**config.mk**
```make
export PLATFORM = sky130hd
export DESIGN_NAME = lc3_mem_access_fsm
export DESIGN_NICKNAME = d
export VERILOG_FILES = /design/src/rtl/lc3_mem_pkg.sv /design/src/rtl/lc3_mem_timeout.sv /design/src/rtl/lc3_mem_access_fsm.sv
export SDC_FILE = /design/constraint.sdc
export NUM_CORES = 1
export LEC_CHECK = 0
export ABC_AREA = 1
export CAP_MARGIN = 20
export CORE_ASPECT_RATIO = 0.8
export CORE_MARGIN = 8
export CORE_UTILIZATION = 39
export DETAILED_ROUTE_END_ITERATION = 10
export HOLD_SLACK_MARGIN = 0.05
export PLACE_DENSITY = 0.8
export SYNTH_ARGS = -nofsm -noshare
export SYNTH_HDL_FRONTEND = slang
export SYNTH_SLANG_ARGS = --single-unit
```
**constraint.sdc**
```tcl
create_clock -name clock -period 2.3 [get_ports clock]
set_input_delay 0.345 -clock clock [delete_from_list [all_inputs] [get_ports clock]]
set_output_delay 0.345 -clock clock [all_outputs]
set_load 0.02 [all_outputs]
```
**src/rtl/lc3_mem_pkg.sv**
```systemverilog
// rtl/lc3_mem_pkg.sv - LC3 data-memory access op and state encodings
package lc3_mem_pkg;

    localparam logic [1:0] OP_LD  = 2'b00;
    localparam logic [1:0] OP_LDI = 2'b01;
    localparam logic [1:0] OP_ST  = 2'b10;
    localparam logic [1:0] OP_STI = 2'b11;

    typedef enum logic [1:0] {
        ST_IDLE    = 2'd0,
        ST_IND_RD  = 2'd1,
        ST_DATA_RD = 2'd2,
        ST_DATA_WR = 2'd3
    } mem_state_t;

    // Final data phase of an op: bit 1 selects store, bit 0 (indirect) only adds a pointer read.
    function automatic mem_state_t data_state(input logic [1:0] op);
        return op[1] ? ST_DATA_WR : ST_DATA_RD;
    endfunction

endpackage

```
**src/rtl/lc3_mem_timeout.sv**
```systemverilog
// rtl/lc3_mem_timeout.sv - per-phase wait-state counter with expiry flag
module lc3_mem_timeout #(
    parameter int TIMEOUT = 64
) (
    input  logic clock,
    input  logic reset,
    input  logic clear,
    input  logic inc,
    output logic expired
);

    localparam int CW = (TIMEOUT > 0) ? $clog2(TIMEOUT + 1) : 1;

    generate
        if (TIMEOUT > 0) begin : g_cnt
            localparam logic [CW-1:0] LAST = CW'(TIMEOUT - 1);
            logic [CW-1:0] count;

            always_ff @(posedge clock) begin
                if (reset || clear) begin
                    count <= '0;
                end else if (inc) begin
                    count <= count + 1'b1;
                end
            end

            // Only a waiting cycle can expire, so a completion on the last cycle wins.
            assign expired = inc && (count == LAST);
        end else begin : g_off
            logic unused_tie;
            assign unused_tie = ^{clock, reset, clear, inc};
            assign expired    = 1'b0;
        end
    endgenerate

endmodule

```
**src/rtl/lc3_mem_access_fsm.sv**
```systemverilog
// rtl/lc3_mem_access_fsm.sv - sequenced LC3 data-memory stage (LD/LDR, LDI, ST/STR, STI)
module lc3_mem_access_fsm
    import lc3_mem_pkg::*;
#(
    parameter int DATA_W  = 16,
    parameter int ADDR_W  = 16,
    parameter int TIMEOUT = 64
) (
    input  logic              clock,
    input  logic              reset,
    input  logic              start,
    input  logic [1:0]        mem_op,
    input  logic [ADDR_W-1:0] M_Addr,
    input  logic [DATA_W-1:0] M_Data,
    output logic [ADDR_W-1:0] Data_addr,
    output logic [DATA_W-1:0] Data_din,
    output logic              Data_rd,
    output logic              Data_en,
    input  logic [DATA_W-1:0] Data_dout,
    input  logic              complete_data,
    output logic [DATA_W-1:0] memout,
    output logic              mem_busy,
    output logic              mem_done,
    output logic              mem_error
);

    mem_state_t        state;
    mem_state_t        state_next;
    logic [1:0]        op_q;
    logic [ADDR_W-1:0] addr_q;
    logic [DATA_W-1:0] data_q;
    logic              access;
    logic              expired;

    assign access = (state != ST_IDLE);

    lc3_mem_timeout #(
        .TIMEOUT(TIMEOUT)
    ) u_timeout (
        .clock  (clock),
        .reset  (reset),
        .clear  (!access || complete_data),
        .inc    (access && !complete_data),
        .expired(expired)
    );

    always_ff @(posedge clock) begin
        if (reset) begin
            state <= ST_IDLE;
        end else begin
            state <= state_next;
        end
    end

    always_comb begin
        state_next = state;
        unique case (state)
            ST_IDLE: begin
                if (start) begin
                    state_next = mem_op[0] ? ST_IND_RD : data_state(mem_op);
                end
            end
            ST_IND_RD: begin
                if (complete_data) begin
                    state_next = data_state(op_q);
                end else if (expired) begin
                    state_next = ST_IDLE;
                end
            end
            default: begin
                if (complete_data || expired) begin
                    state_next = ST_IDLE;
                end
            end
        endcase
    end

    // Memory-side request decoded straight from state so it tracks the FSM with no added latency.
    always_comb begin
        Data_en   = access;
        Data_rd   = (state != ST_DATA_WR);
        Data_addr = access ? addr_q : '0;
        Data_din  = (state == ST_DATA_WR) ? data_q : '0;
    end

    always_ff @(posedge clock) begin
        if (reset) begin
            op_q      <= OP_LD;
            addr_q    <= '0;
            data_q    <= '0;
            memout    <= '0;
            mem_busy  <= 1'b0;
            mem_done  <= 1'b0;
            mem_error <= 1'b0;
        end else begin
            mem_busy <= (state_next != ST_IDLE);
            mem_done <= access && (state_next == ST_IDLE);
            if (state == ST_IDLE && start) begin
                op_q      <= mem_op;
                addr_q    <= M_Addr;
                data_q    <= M_Data;
                mem_error <= 1'b0;
            end
            if (state == ST_IND_RD && complete_data) begin
                addr_q <= Data_dout[ADDR_W-1:0];
            end
            if (state == ST_DATA_RD && complete_data) begin
                memout <= Data_dout;
            end
            if (expired) begin
                mem_error <= 1'b1;
            end
        end
    end

endmodule

```
==> results by stage, run 1 <==
Status:
- The flow ran to the end, and the final reports show no timing, DRC or antenna violations.

Timing:
- The number of failing setup endpoints in the final timing report is 0.
- For the finished layout, the period the worst path requires is 2.19 ns.
- In the finished design, the share of the clock period the worst path needs comes to 0.950.
- The relative max-transition margin is 0.729.
- Timing would allow up to approximately 460 MHz.
- The pin slew with the least headroom to its limit is 0.406 ns.
- The number of failing hold endpoints at the final stage is 0.
- The max-slew violation total from the final report is 0.
- Setup repair after global routing could not meet its margin everywhere.
- The setup TNS after final layout is 0 ns.
- Across the routed clock network, the largest skew measured is between 0.009 and 0.01 ns.

Power:
- The worst voltage drop across the vdd grid is between 300 and 400 uV.
- For this design the ratio of total power to cell area is between 600 and 700 nW/um^2.
- In this run the static leakage power is around 1.5 nW.
- Of the total power, the share spent switching nets is 0.289.
- Power comes to 0.00264 W.
- Of the total power, combinational logic draws 0.193.
- The share of total power dissipated in sequential elements is 0.446.
- For this design the total switching power over the nets is between 0.0007 and 0.0008 W.
- The internal power of the cells totals 0.00188 W.
- The clock network fraction of design power is 0.361.

Clocking:
- The number of hold buffers added after CTS was 0.
- The tree built by TritonCTS fans out to 61 sinks.
- The clock slew at the register clock pins of the worst setup and hold paths is roughly 0.070 ns.
- The total clock buffers created by CTS is 9.
- The post-CTS setup-driven buffer insertion count is 0.
- In this run the number of H-tree levels came out at 3.
- The worst-case clock buffer depth is 2.
- The root cell of the clock tree is sky130_fd_sc_hd__clkbuf_8.
- TritonCTS built the clock tree.
- The clock network latency to the later pin of the worst-skew pair is around 0.35 ns.

Route:
- Using the TritonRoute via totals, the vias-per-cell ratio works out to 4.72.
- The post-detailed-route wirelength per cell is between 10 and 15 um.
- Wires add up to between 7 and 8 mm.
- The number of remaining DRC errors is 0.
- The post-detailed-route count of antenna-violating nets is 0.
- The number of detailed-routing iterations run before antenna repair is 4.
- The routed layout has roughly 2600 vias.
- After the first detailed-routing iteration, the DRC count stood at 72.

Worst hold path:
- The path with the worst hold slack has its endpoint at u_timeout.g_cnt.count[0].
- The path category of the worst min-delay check is reg -> reg.
- Along the worst hold path, the cell count comes to 1.
- In this run the most critical hold path is launched from u_timeout.g_cnt.count[0].

Floorplanning:
- The initial core utilization is 0.399.
- The floorplan row count is 26.
- Measured along the x axis, the die boundary spans roughly 110 um.
- The floorplan step defined a core boundary enclosing between 6000 and 7000 um^2.
- The die covers slightly above 9000 um^2.
- The number of top-level pins is ~110.
- Measured along the y axis, the die boundary spans approximately 88 um.

Place:
- The weighted congestion reported at the end of routability-driven placement is 0.813.
- In this run the tool buffered the top-level ports with ~110 buffer cells.
- The HPWL after detailed placement is between 5 and 6 mm.
- The placed instances occupy a cell area of 3670 um^2.

Setup path:
- Counting cells, the worst reg-to-reg path comes to 6.
- Data on the critical path is required at its endpoint by around 2.0 ns.
- The logic depth of the worst setup path including buffers is 3.
- At the worst endpoint, the arrival time is 1.84 ns.
- The worst setup path is captured at an output port.
- For this run, the slowest stage of the critical path takes approximately 0.63 ns.
- The end of the worst register-to-register path is data_q[0].
- The kind of start point of the critical path is a register.
- The signal on the critical path passes through nand2_2 > nor2_1 > clkdlybuf4s50_1.
- The source of the worst register-to-register timing path is state[0].
- The number of buffers and inverters on the critical path is 1.
- The setup check on the worst reg-to-reg path leaves a slack of between 0.5 and 0.6 ns.
- The critical path class is reg -> out.
- The largest delay contributor family on the critical path is buffers and inverters.
- The cell at the slowest stage of the critical path is sky130_fd_sc_hd__clkdlybuf4s50_1.
- Along the worst path, the maximum fanout reaches 17.

Global route:
- The initial antenna violation count is 0.
- The first-pass GRT wire length is 12.6 mm.
- Global routing finished with a remaining overflow of 0.
- For this run, the total global-route usage over all layers was measured as 0.169.
- The largest net degree at the start of global routing is 45.
- The via count of the first global-routing pass is between 2000 and 3000.

Synth:
- The cell with the most instances after synthesis is sky130_fd_sc_hd__nor2_1.
- The Yosys warning count is 0.
- The cell type with the highest aggregate area in the netlist is sky130_fd_sc_hd__dfxtp_1.
- The mapped netlist covers roughly 2500 um^2.
- The count of unique library cells instantiated by Yosys is 23.
- The share of synthesized area in the top cell type comes to 0.482.
- The commonest cells after synthesis are sky130_fd_sc_hd__nor2_1, sky130_fd_sc_hd__dfxtp_1, sky130_fd_sc_hd__o21ai_0.
- For this run, asynchronously set or reset flops after synthesis account for 0.
- The number of synthesized register bits is between 60 and 70.
- Synthesis produced approximately 350 cells.
- In the synthesized netlist the dominant register cell turns out to be sky130_fd_sc_hd__dfxtp_1.
- The mean cell area of the mapped netlist is between 7 and 8 um^2.
- The post-synthesis net count is 409.
- For this run, the register share of the synthesized area comes to 0.482.
- By area the synthesized netlist is led by sky130_fd_sc_hd__dfxtp_1, sky130_fd_sc_hd__nor2_1, sky130_fd_sc_hd__o21ai_0.
- The synthesized design contains 0 enable-type register cells.

Finish:
- The area growth from synthesis to layout is 53.0%.
- The final cell utilization of the core is 0.611.
- Across the whole layout, storage elements account for ~1200 um^2.
- The multi-input logic area is between 1000 and 1500 um^2.
- The filler cells instantiated in the layout total approximately 560.
- In the final layout, the share of cells above drive strength 1 is 0.0794.
- The post-route cell area is 3880 um^2.
- The number of diodes is 0.
- After the last flow step, the layout net total stands at around 520.

Run:
- The number of max-capacitance violations reported is 0.
[logic make-up (layout without fill, tap and decap cells)]
kind of cell             after synthesis  after routing  synth area share
AO/OA/AOI/OAI                         70             70             0.139
XOR/XNOR                               1              1           0.00346
adder cells (fa/ha/maj)                1              1           0.00494
buffers and inverters                 61            173            0.0958
flip-flops                            61             61             0.482
AND/OR/NAND/NOR                      160            160             0.275
[registers in the layout, summed over array words and instances, names as in the netlist]
register	cells
addr_q	16
data_q	16
mem_busy	1
mem_done	1
mem_error	1
memout	16
op_q	1
state	2
u_timeout.g_cnt.count	7
[through the flow]
step	std cells	hold WS [ns]	setup slack, ns
CTS	550	0.451	0.106
finish	550	0.450	0.114
global placement	534	0.429	0.361
detailed placement	534	0.435	0.305
global route	550	0.484	-0.0168
floorplan	354	0.414	0.771
[layout make-up]
cell class                 instances  share of cell area
sequential                        61               0.315
timing repair buffer             113               0.287
multi-input combinational        232               0.277
inverter                          44              0.0426
clock buffer                       9              0.0319
tap                               84              0.0271
clock inverter                     7              0.0197
[power groups by stage]
stage          sequential, W  clock (W)  combinational, W
2_1_floorplan        0.00122          0          0.000257
3_3_place_gp         0.00120          0          0.000505
3_5_place_dp         0.00120          0          0.000512
4_1_cts              0.00118   0.000973          0.000515
5_1_grt              0.00119    0.00103          0.000567
6_report             0.00118   0.000953          0.000511
[worst max path at each step]
stage / start / end / slack, ns
detailed placement: state[0] / Data_din[1] / 0.31
floorplan: state[0] / Data_din[10] / 0.77
finish: state[0] / Data_din[1] / 0.11
global placement: state[0] / Data_din[0] / 0.36
global route: state[0] / Data_din[1] / -0.02
CTS: state[0] / Data_din[1] / 0.11
[per-layer routing]
metal  vias to the layer above  routed length, um  GRT usage
li1                       1328                  -          -
met1                      1171               3110      0.181
met2                        86               3350      0.269
met3                         9                876      0.104
met4                         0                101     0.0573
met5                         -                  0          0
[layout by cell type (no fill, tap or decap), types with 9 or more instances in the layout]
cell                              Yosys  final
sky130_fd_sc_hd__nand2_1             17     16
sky130_fd_sc_hd__dfxtp_1             61     61
sky130_fd_sc_hd__nor2_1             109    109
sky130_fd_sc_hd__nand3_1             10     10
sky130_fd_sc_hd__clkdlybuf4s50_1      0    106
sky130_fd_sc_hd__a21oi_1             19     19
sky130_fd_sc_hd__o21ai_0             47     47
sky130_fd_sc_hd__inv_1               42     42
sky130_fd_sc_hd__clkbuf_8             0      9
sky130_fd_sc_hd__nor3_1              11     11
[repair_timing]
item | CTS | global route
cloned | 0 | 0
pin swaps | 0 | 0
hold endpoints to repair | 0 | 0
endpoints found under the setup margin | 16 | 6
resized for setup | 1 | 0
(Power assumes the default switching activity.)
==> run 2: changes to the inputs <==
--- a/config.mk
+++ b/config.mk
@@ -7,7 +7,7 @@
 export LEC_CHECK = 0
 export ABC_AREA = 1
 export CAP_MARGIN = 20
-export CORE_ASPECT_RATIO = 0.8
+export CORE_ASPECT_RATIO = 1.1
 export CORE_MARGIN = 8
 export CORE_UTILIZATION = 39
 export DETAILED_ROUTE_END_ITERATION = 10
@@ -16,3 +16,4 @@
 export SYNTH_ARGS = -nofsm -noshare
 export SYNTH_HDL_FRONTEND = slang
 export SYNTH_SLANG_ARGS = --single-unit
+export TNS_END_PERCENT = 100
==> run 2 against run 1 <==
Net effect: final area down 1.0%; global-route usage shrank 0.32 points; register-to-register slack worse by 0.05 ns; flip-flop and latch count is the same; critical path depth grew 1; first-iteration DRC count up 51%.
==> results by stage, run 2 (synthesis gave the netlist of run 1 again) <==
Setup path:
- The delay of the slowest critical-path stage is 0.63 ns (about the same).
- The number of buffers and inverters on the critical path was 2 (+1).
- The slowest stage of the critical path belongs to the cell sky130_fd_sc_hd__clkdlybuf4s50_1.
- The worst setup path is launched from a register.
- The setup path with the least slack is of type reg -> out.
- The data arrival time at the worst-slack endpoint is 1.84 ns (about the same).
- STA classifies the critical path endpoint as an output port.
- The largest fanout on the critical path is 18 (+1).
- Walking the worst path, the cells encountered are nor2_2 > buf_4 > nor2_1 > clkdlybuf4s50_1.
- The data required time at the worst endpoint is 1.96 ns (about the same).
- The largest delay contributor family on the critical path is buffers and inverters.

Timing:
- The worst clock skew is 0.00871 ns (-0.000699 ns).
- The pin slew with the least headroom to its limit is 0.377 ns (-0.0290 ns).
- The achievable frequency is 457 MHz (about the same).
- The final worst-path cycle share was 0.951 (about the same).
- The relative max-transition margin is 0.748 (+0.0191).
- The setup TNS after final layout came to 0 ns (unchanged).
- Setup repair after global routing left no endpoint under its margin.
- The number of failing hold endpoints at the final stage is 0 (unchanged).
- The final worst setup slack was 0.114 ns (-0.000424 ns).
- The max-slew violation total from the final report is 0 (unchanged).
- The clock period minus worst slack was 2.19 ns (+0.000424 ns).
- The number of failing setup endpoints in the final timing report is 0 (unchanged).

Clocking:
- The clock network latency to the later pin of the worst-skew pair is 0.32 ns (-0.03 ns).
- The clock slew at the register clock pins of the worst setup and hold paths is 0.06 ns (about the same).
- The sink count of the clock tree came to 61 (unchanged).
- TritonCTS built the clock tree.
- The tree is rooted in a sky130_fd_sc_hd__clkbuf_8.
- The total clock buffers created by CTS is 9 (unchanged).
- The post-CTS setup-driven buffer insertion count is 0 (unchanged).
- The worst-case clock buffer depth is 2 (unchanged).
- The number of H-tree levels is 3 (unchanged).

Floorplanning:
- The placeable core region was 6440 um^2 (+1.5%).
- The number of top-level pins was 107 (unchanged).
- The die boundary height was 101 um (+14%).
- The floorplan die area is 9330 um^2 (-0.14%).
- The width of the die is 92.9 um (-13%).
- The initial core utilization is 0.394 (-0.00590).
- The floorplan row count is 31 (+19%).

Place:
- The HPWL after detailed placement is 5.74 mm (+3.2%).
- The number of buffer cells added on primary ports was 106 (unchanged).
- The weighted congestion reported at the end of routability-driven placement is 0.804 (-1.1%).
- The worst slack at placement was 0.300 ns (-0.00530 ns).

Route:
- The post-detailed-route count of antenna-violating nets came to 0 (unchanged).
- The average via count per standard cell is 4.78 (+1.3%).
- The number of remaining DRC errors is 0 (unchanged).
- The DRC violation total after the first TritonRoute iteration came to 109 (+51%).
- The detailed-route wire length came to 7.56 mm (+1.6%).
- The number of detailed-routing iterations run before antenna repair is 5 (+1).
- The number of vias in the routed layout is 2613 (+0.73%).
- The post-detailed-route wirelength per cell came to 13.8 um (+2.2%).

Worst hold path:
- The path category of the worst min-delay check is reg -> reg.

Global route:
- The leftover overflow at the end of global routing is 0 (unchanged).
- The first-pass GRT wire length is 12.4 mm (-1.8%).
- The initial antenna violation count is 0 (unchanged).
- The largest net degree at the start of global routing is 34 (-24%).
- The via count of the first global-routing pass is 2703 (-1.9%).
- The overall global routing resource usage is 0.165 (-0.00315).

Finish:
- The largest registers in the layout are addr_q: 16 flops, data_q: 16 flops, memout: 16 flops.
- The proportion of layout cells with a drive suffix above 1 came to 0.0753 (-0.00413).
- The number of fillers in the final layout was 614 (+9.1%).
- The number of nets in the layout is 516 (unchanged).
- Compared with the post-synthesis result, the final layout area differs by 51.5%.
- In the layout the commonest cells are sky130_fd_sc_hd__nor2_1, sky130_fd_sc_hd__clkdlybuf4s50_1, sky130_fd_sc_hd__dfxtp_1, sky130_fd_sc_hd__o21ai_0, sky130_fd_sc_hd__inv_1.
- The number of diodes is 0 (unchanged).
- The most frequent standard cell in the layout excluding fill and tap cells is sky130_fd_sc_hd__nor2_1.

Power:
- The worst voltage drop across the vdd grid was 428 uV (+9.1%).
- The reported leakage power is 1.49 nW (-0.76%).
- The power density relative to cell area is 650 nW/um^2 (-4.6%).

Status:
- The flow ran to the end, and the final reports show no timing, DRC or antenna violations.

Run:
- The number of max-capacitance violations reported came to 0 (unchanged).
## run 2: area by class of cell
cell class	instances	area (um^2)	share of cell area
Clock buffer	13	149	0.0388
Timing Repair Buffer	113	1110	0.290
Sequential cell	61	1220	0.318
Clock inverter	2	10.0	0.00261
Tap cell	82	103	0.0267
Inverter	44	165	0.0430
Multi-Input combinational cell	232	1080	0.281
## run 2: worst paths after layout
check | start | end | slack [ns] | depth (start not counted)
setup / recovery | state[0] | Data_addr[6] | 0.11 | 4
hold reg to reg | u_timeout.g_cnt.count[0] | u_timeout.g_cnt.count[0] | 0.45 | 1
setup reg to reg | state[1] | mem_busy | 0.50 | 8
hold / removal | u_timeout.g_cnt.count[0] | u_timeout.g_cnt.count[0] | 0.45 | 1
## run 2: worst register-to-register path, stage by stage (launching register included)
cell and delay [ns]:
sky130_fd_sc_hd__dfxtp_1 0.37, sky130_fd_sc_hd__nor2_2 0.22, sky130_fd_sc_hd__buf_4 0.28, sky130_fd_sc_hd__nand2_2 0.19, sky130_fd_sc_hd__nand2_2 0.32, sky130_fd_sc_hd__nand2_1 0.15, sky130_fd_sc_hd__nand2_1 0.10, sky130_fd_sc_hd__nand2_1 0.06
sky130_fd_sc_hd__nand2_1 0.07
## run 2: layer usage
metal  wire (um)  up-vias  GRT usage
met4         144        0     0.0806
li1            -     1324          -
met1        3160     1198      0.178
met2        3680       78      0.278
met3         570       13     0.0641
met5           0        -          0
## run 2: stage by stage
step / util / hold slack (ns) / power, W / instance area (um^2) / instances
floorplan: - / 0.414 / 0.00147 / 2530 / 354
global placement: 0.571 / 0.425 / 0.00170 / 3680 / 532
detailed placement: 0.571 / 0.437 / 0.00172 / 3680 / 532
CTS: 0.596 / 0.452 / 0.00253 / 3840 / 547
global route: 0.596 / 0.480 / 0.00263 / 3840 / 547
finish: 0.596 / 0.452 / 0.00250 / 3840 / 547
## run 2: repair_timing
| action | in CTS | in global routing |
|---|---|---|
| gates resized for setup | 1 | 0 |
| setup endpoints to repair | 16 | 0 |
| hold buffers | 0 | 0 |
## run 2: power breakdown
group	switching, W	internal [W]
clock network	0.000389	0.000412
logic	0.000280	0.000235
registers	0.0000370	0.00114
